==> config.mk <==
export PLATFORM = sky130hd
export DESIGN_NAME = pipeline_hazard_ctrl
export DESIGN_NICKNAME = d
export VERILOG_FILES = /design/src/rtl/pipeline_hazard_ctrl.sv
export SDC_FILE = /design/constraint.sdc
export NUM_CORES = 1
export LEC_CHECK = 0
export CAP_MARGIN = 5
export CORE_MARGIN = 2
export CORE_UTILIZATION = 29
export DETAILED_ROUTE_END_ITERATION = 10
export PLACE_DENSITY = 0.86
export SYNTH_ARGS = -nofsm -noshare
export SYNTH_HDL_FRONTEND = slang
export SYNTH_SLANG_ARGS = --single-unit
==> constraint.sdc <==
create_clock -name clk -period 1.5 [get_ports clk]
set_input_delay 0.225 -clock clk [delete_from_list [all_inputs] [get_ports clk]]
set_output_delay 0.225 -clock clk [all_outputs]
set_load 0.005 [all_outputs]
==> src/rtl/pipeline_hazard_ctrl.sv <==
// Stall/flush sequencer for the 5-stage pipeline: load-use, taken-branch and data-memory wait handling.
// Optional stall-cycle counter is built only when PIPE_PERF_CNT_EN is defined.
module pipeline_hazard_ctrl #(
  parameter int MEM_TIMEOUT = 16,
  parameter int CNT_W       = 32
) (
  input  logic             clk,
  input  logic             rst,
  input  logic [4:0]       id_rs,
  input  logic [4:0]       id_rt,
  input  logic             ex_memread,
  input  logic [4:0]       ex_wn,
  input  logic             ex_branch_tk,
  input  logic             mem_req,
  input  logic             dmem_ready,
  output logic             pc_en,
  output logic             ifid_en,
  output logic             ifid_flush,
  output logic             idex_en,
  output logic             idex_flush,
  output logic             exmem_en,
  output logic             memwb_kill,
  output logic             dmem_req,
  output logic             dmem_abort,
  output logic             mem_err,
  output logic [CNT_W-1:0] stall_cycles
);

  localparam int WCNT_W = $clog2(MEM_TIMEOUT);

  typedef enum logic {RUN, MEM_WAIT} state_t;

  state_t            r_state;
  state_t            w_nextState;
  logic [WCNT_W-1:0] r_wcnt;
  logic [WCNT_W-1:0] w_nextWcnt;
  logic              r_memErr;
  logic              w_timeout;
  logic              w_memStall;
  logic              w_loadUse;

  // Once waiting, the access is owned by MEM_WAIT until ready or timeout.
  assign w_timeout  = (r_state == MEM_WAIT) && !dmem_ready &&
                      (r_wcnt == WCNT_W'(MEM_TIMEOUT - 1));
  assign w_memStall = (r_state == MEM_WAIT) ? (!dmem_ready && !w_timeout)
                                            : (mem_req && !dmem_ready);
  assign w_loadUse  = ex_memread && (ex_wn != 5'd0) &&
                      ((ex_wn == id_rs) || (ex_wn == id_rt));

  always_ff @(posedge clk) begin
    if (rst) begin
      r_state  <= RUN;
      r_wcnt   <= '0;
      r_memErr <= 1'b0;
    end else begin
      r_state <= w_nextState;
      r_wcnt  <= w_nextWcnt;
      if (w_timeout) r_memErr <= 1'b1;
    end
  end

  always_comb begin
    w_nextState = r_state;
    w_nextWcnt  = r_wcnt;
    case (r_state)
      RUN: begin
        if (mem_req && !dmem_ready) begin
          w_nextState = MEM_WAIT;
          w_nextWcnt  = WCNT_W'(1);
        end
      end
      MEM_WAIT: begin
        if (dmem_ready || w_timeout) begin
          w_nextState = RUN;
          w_nextWcnt  = '0;
        end else begin
          w_nextWcnt = r_wcnt + WCNT_W'(1);
        end
      end
      default: begin
        w_nextState = RUN;
        w_nextWcnt  = '0;
      end
    endcase
  end

  // Priority: reset, timeout, memory stall, taken branch, load-use, free run.
  always_comb begin
    pc_en      = 1'b1;
    ifid_en    = 1'b1;
    ifid_flush = 1'b0;
    idex_en    = 1'b1;
    idex_flush = 1'b0;
    exmem_en   = 1'b1;
    memwb_kill = 1'b0;
    dmem_req   = mem_req;
    dmem_abort = 1'b0;
    if (rst) begin
      pc_en      = 1'b0;
      ifid_en    = 1'b0;
      ifid_flush = 1'b1;
      idex_en    = 1'b0;
      idex_flush = 1'b1;
      exmem_en   = 1'b0;
      memwb_kill = 1'b1;
      dmem_req   = 1'b0;
    end else if (w_timeout) begin
      memwb_kill = 1'b1;
      dmem_req   = 1'b0;
      dmem_abort = 1'b1;
    end else if (w_memStall) begin
      pc_en      = 1'b0;
      ifid_en    = 1'b0;
      idex_en    = 1'b0;
      exmem_en   = 1'b0;
      memwb_kill = 1'b1;
      dmem_req   = 1'b1;
    end else if (ex_branch_tk) begin
      ifid_flush = 1'b1;
      idex_flush = 1'b1;
    end else if (w_loadUse) begin
      pc_en      = 1'b0;
      ifid_en    = 1'b0;
      idex_flush = 1'b1;
    end
  end

  assign mem_err = r_memErr;

`ifdef PIPE_PERF_CNT_EN
  logic [CNT_W-1:0] r_stallCycles;

  always_ff @(posedge clk) begin
    if (rst) begin
      r_stallCycles <= '0;
    end else if (!pc_en && (r_stallCycles != {CNT_W{1'b1}})) begin
      r_stallCycles <= r_stallCycles + CNT_W'(1);
    end
  end

  assign stall_cycles = r_stallCycles;
`else
  assign stall_cycles = '0;
`endif

endmodule

# [Word level (Yosys, flattened, before mapping)]
# Cells that the tools add are included.
[op_classes] addsub=1 eq_ne=4 muxes=32 bitwise_logic=1 n_reduce_logical=11
[op_table] operator="1-bit 2-to-1 mux" n=28
[op_table] operator="5-bit == test" n=2
[op_table] operator="4-bit 2-to-1 mux" n=2
[op_table] operator="4-bit case mux with 2 select lines" n=1
[op_table] operator="1-bit logical AND" n=6
[op_table] operator="5-bit nonzero test" n=1
[op_table] operator="4-bit by 1-bit adder with 4-bit output (second input constant)" n=1
[op_table] operator="4-bit == test (second input constant)" n=1
[op_table] operator="1-bit zero test" n=2
[op_table] operator="1-bit logical OR" n=2
[op_table] operator="2-bit inequality test (second input constant)" n=1
[op_table] operator="1-bit case mux with 2 select lines" n=1
[op_table] operator="1-bit NOT" n=1
[totals] ff_bits=6 input_bits=21 out_inout_bits=42 elab_cells=52

# [Logic depth before layout (Yosys ltp)]
[logic_depth] depth_word=9 mapped_depth=6 depth_no_buf=5

# [Least setup slack after synthesis]
# OpenSTA, ideal clock, no wires.
[synth_path] kind="reg-to-output" start="register r_wcnt[0]" end="output port pc_en" t_arrival_ns=1.406 required_ns=1.275 path_slack_ns=-0.131 stages_incl_launch_ff=7 path_buffers=1 cell_sequence="dfxtp_1 ha_1 nand3_1 or2_1 a21oi_1 o41a_1 buf_4"
[synth_via] elab_chain_len=8
[synth_lines] item="start: declaration" line="35" source="logic [WCNT_W-1:0] r_wcnt;"
[synth_lines] item="start signal: assignment" line="57" source="r_wcnt <= w_nextWcnt;"
[synth_lines] item="4-bit == test (*)" line="44" source="(r_wcnt == WCNT_W'(MEM_TIMEOUT - 1));"
[synth_lines] item="1-bit logical AND (*)" line="43" source="assign w_timeout = (r_state == MEM_WAIT) && !dmem_ready &&"
[synth_lines] item="1-bit zero test" line="45" source="assign w_memStall = (r_state == MEM_WAIT) ? (!dmem_ready && !w_timeout)"
[synth_lines] item="1-bit logical AND" line="45"
[synth_lines] item="1-bit 2-to-1 mux" line="45"
[synth_lines] item="1-bit 2-to-1 mux"
[synth_lines] item="1-bit 2-to-1 mux (*) (2 in a row)"
[synth_lines] item="end: declaration" line="16" source="output logic pc_en,"
# Every way passes the cells marked *; elsewhere a longest branch is shown, timed or not.

# [Worst setup path in the final report]
[layout_path] start="register r_wcnt[0]" end="output port pc_en"
[layout_via] elab_chain_len=8
[layout_lines] item="4-bit == test (*)" line="44"
[layout_lines] item="1-bit logical AND (*)" line="43"
[layout_lines] item="1-bit zero test" line="45"
[layout_lines] item="1-bit logical AND" line="45"
[layout_lines] item="1-bit 2-to-1 mux" line="45"
[layout_lines] item="1-bit 2-to-1 mux" line="111" source="end else if (w_memStall) begin"
[layout_lines] item="1-bit 2-to-1 mux (*)" line="107" source="end else if (w_timeout) begin"
[layout_lines] item="1-bit 2-to-1 mux (*)" line="98" source="if (rst) begin"
# Marks and branches as above.

==> impl_metrics.py <==
metrics = {
    "status": {
        "violations": "setup timing",
        "status": "finished with violations",
    },
    "synthesis": {
        "ys_ff_latch": 6,
        "synth_xor_area_share_pct": 11.8,
        "synthMuxAreaShare_pct": 0,
        "yosysWarnings": 0,
        "syn_area_per_cell_um2": 7.48,
        "synth-adder-area-share_pct": 1.69,
        "synth-simple-area-share_pct": 22.8,
        "synthCells": 99,
        "ys_types": 26,
        "synth_compound_area_share_pct": 11.0,
        "seq_area_frac_synth_pct": 16.2,
        "synth_top_family_by_area": "buffers and inverters",
        "syn_area_um2": 741,
    },
    "place": {
        "globalplace.congestion": 0.867,
        "place_ws_ps": -806,
        "place_inst": 176,
        "dp_hpwl_mm": 1.43,
        "port_buffers": 30,
    },
    "cts": {
        "clk_pin_slew_ps": 50,
        "clock_sinks": 6,
        "insertion_delay_ps": 250,
        "cts-buffers-inserted": 3,
        "htreeDepth": 1,
        "cts_tree": "yes",
        "root_buffer": "clkbuf_4",
        "clockBufferDepth": 2,
    },
    "hold_path": {
        "whs_path_depth": 2,
        "hold_path.class": "reg -> reg",
    },
    "global_routing": {
        "grt_start_max_net_pins": 6,
        "antenna_found_initial": 0,
        "track_usage_pct": 13.7,
        "grt_pass1_vias": 693,
        "grt_first_pass_wirelength_mm": 2.79,
        "overflow": 0,
    },
    "final_layout": {
        "fin_nets": 180,
        "n_antenna_cell": 0,
        "area_delta_synth_final_pct": 67.7,
        "layout-drive-gt1-share_pct": 47.4,
        "final_cells": 186,
    },
    "timing": {
        "finalHoldViolations": 0,
        "grt_setup_unrepaired": "true",
        "setup_tns_ps": -1600,
        "skew_ps": 0.158,
        "finalCritPeriodShare_pct": 121,
        "postLayoutSetupSlackWorst_ps": -311,
        "min_period_ps": 1810,
        "setup-violations-final": 7,
        "drv_slew": 0,
        "max_freq_mhz": 552,
    },
    "floorplanning": {
        "die_h_um": 54.5,
        "die_width_um": 54.5,
        "die_area_mm2": 0.00297,
        "start_util_pct": 30.2,
        "ios": 63,
        "core_mm2": 0.00245,
        "row_count": 18,
    },
    "setup_path": {
        "crit_path_end_kind": "output pin",
        "critical_path_required_ps": 1270,
        "critPathKind": "reg -> out",
        "path_max_fanout": 2,
        "cp.arrival_ps": 1590,
        "rr_worst_depth": 6,
        "start_kind": "register",
    },
    "route": {
        "ant_nets": 0,
        "drt-initial-drc-count": 11,
        "dr.pass1.iters": 4,
        "drc_errors": 0,
        "wl_mm": 2.02,
        "num_vias": 773,
        "wire_per_inst_um": 10.8,
        "viasPerCell": 4.16,
    },
    "job": {
        "drv_cap": 0,
    },
    "pwr": {
        "p_per_area_mw_per_mm2": 454,
        "p_leak_nw": 0.602,
        "p_total_mw": 0.564,
        "ir_worst_vdd_mv": 0.342,
    },
}
placed cells by master, fill, tap and decap left out, types with 3 or more instances in the layout:
cell,synthesis,routed
xor2_2,0,4
clkbuf_2,0,5
buf_6,0,10
nor2_1,16,13
conb_1,1,32
clkdlybuf4s50_1,0,4
buf_4,34,23
buf_2,0,8
dfxtp_1,6,3
xor2_1,10,6
clkbuf_4,0,3
nor3_1,3,3
dlygate4sd2_1,0,4
cell type report:
type	instances	area [um2]
multi-input combinational	87	577
fill	236	1210
inverter	2	7.51
sequential	6	126
tap	30	37.5
clock buffer	3	22.5
timing repair buffer	58	472
power by group:
group	internal (mW)	leakage (nW)	total [mW]	switching, mW
clock	0.0910	0.0138	0.157	0.0656
sequential	0.163	0.0502	0.168	0.00446
combinational	0.129	0.538	0.239	0.110
layer usage:
| layer | vias to the layer above | share of wire, % | GRT usage (%) |
|---|---|---|---|
| li1 | 369 | - | - |
| met1 | 350 | 31 | 11.5 |
| met2 | 48 | 57 | 26.9 |
| met3 | 6 | 9.1 | 3.83 |
| met4 | 0 | 2.9 | 10.0 |
| met5 | - | 0 | 0 |
flip-flops by register name (all words and copies together), names as in the netlist:
register,flops
mem_err,1
r_state,1
r_wcnt,4
cell families (layout without fill, tap and decap cells):
group                      Yosys count  in the layout
AOI/OAI and AO/OA                   12             12
xor gates and xnor gates            10             10
adders and majority gates            1              1
buffers and inverters               37             63
DFF                                  6              6
other                                1             32
and+or+nand+nor                     32             32
cell usage after synthesis, drive strengths merged:
library cell	n	area, um2
clkbuf	1	3.75
nand3b	1	7.51
o31ai	1	7.51
a22oi	2	15.0
o41a	1	11.3
nor3	5	35.0
a21oi	4	20.0
dfxtp	6	120
o21ai	3	18.8
ha	1	12.5
nor2	16	60.1
conb	1	3.75
inv	2	7.51
nand2b	2	15.0
and2	1	6.26
a2bb2oi	1	8.76
or2	2	12.5
buf	34	255
xor2	10	87.6
and2b	2	15.0
or4	1	7.51
nand3	2	10.0
critical path: stages, from the launching register on:
cell     delay (ps)
dfxtp_2         340
ha_4            150
nand3_4          60
or2_4           250
a21oi_4         150
buf_6           110
o41a_1          150
buf_2           120
per-stage QoR:
| stage | util (%) | hold slack (ps) | cell area, um2 |
|---|---|---|---|
| final | 50.6 | 461 | 1240 |
| after global routing | 50.6 | 482 | 1240 |
| after detailed placement | 45.5 | 456 | 1120 |
| after CTS | 47.6 | 467 | 1170 |
| after floorplan | - | 413 | 881 |
| after global placement | 45.5 | 456 | 1120 |
timing repair:
action,4_1_cts,5_1_grt
resized for setup,86,30
buffers inserted,8,2
hold buffers,0,0
setup endpoints to repair,9,8
pin swaps,18,11
final timing paths:
path             start        end  slack [ps]
max          r_wcnt[0]      pc_en        -310
min            mem_err    mem_err         460
max reg2reg    r_state  r_wcnt[1]         200
min reg2reg    mem_err    mem_err         460
No activity file was read; power rests on OpenSTA's default activity.
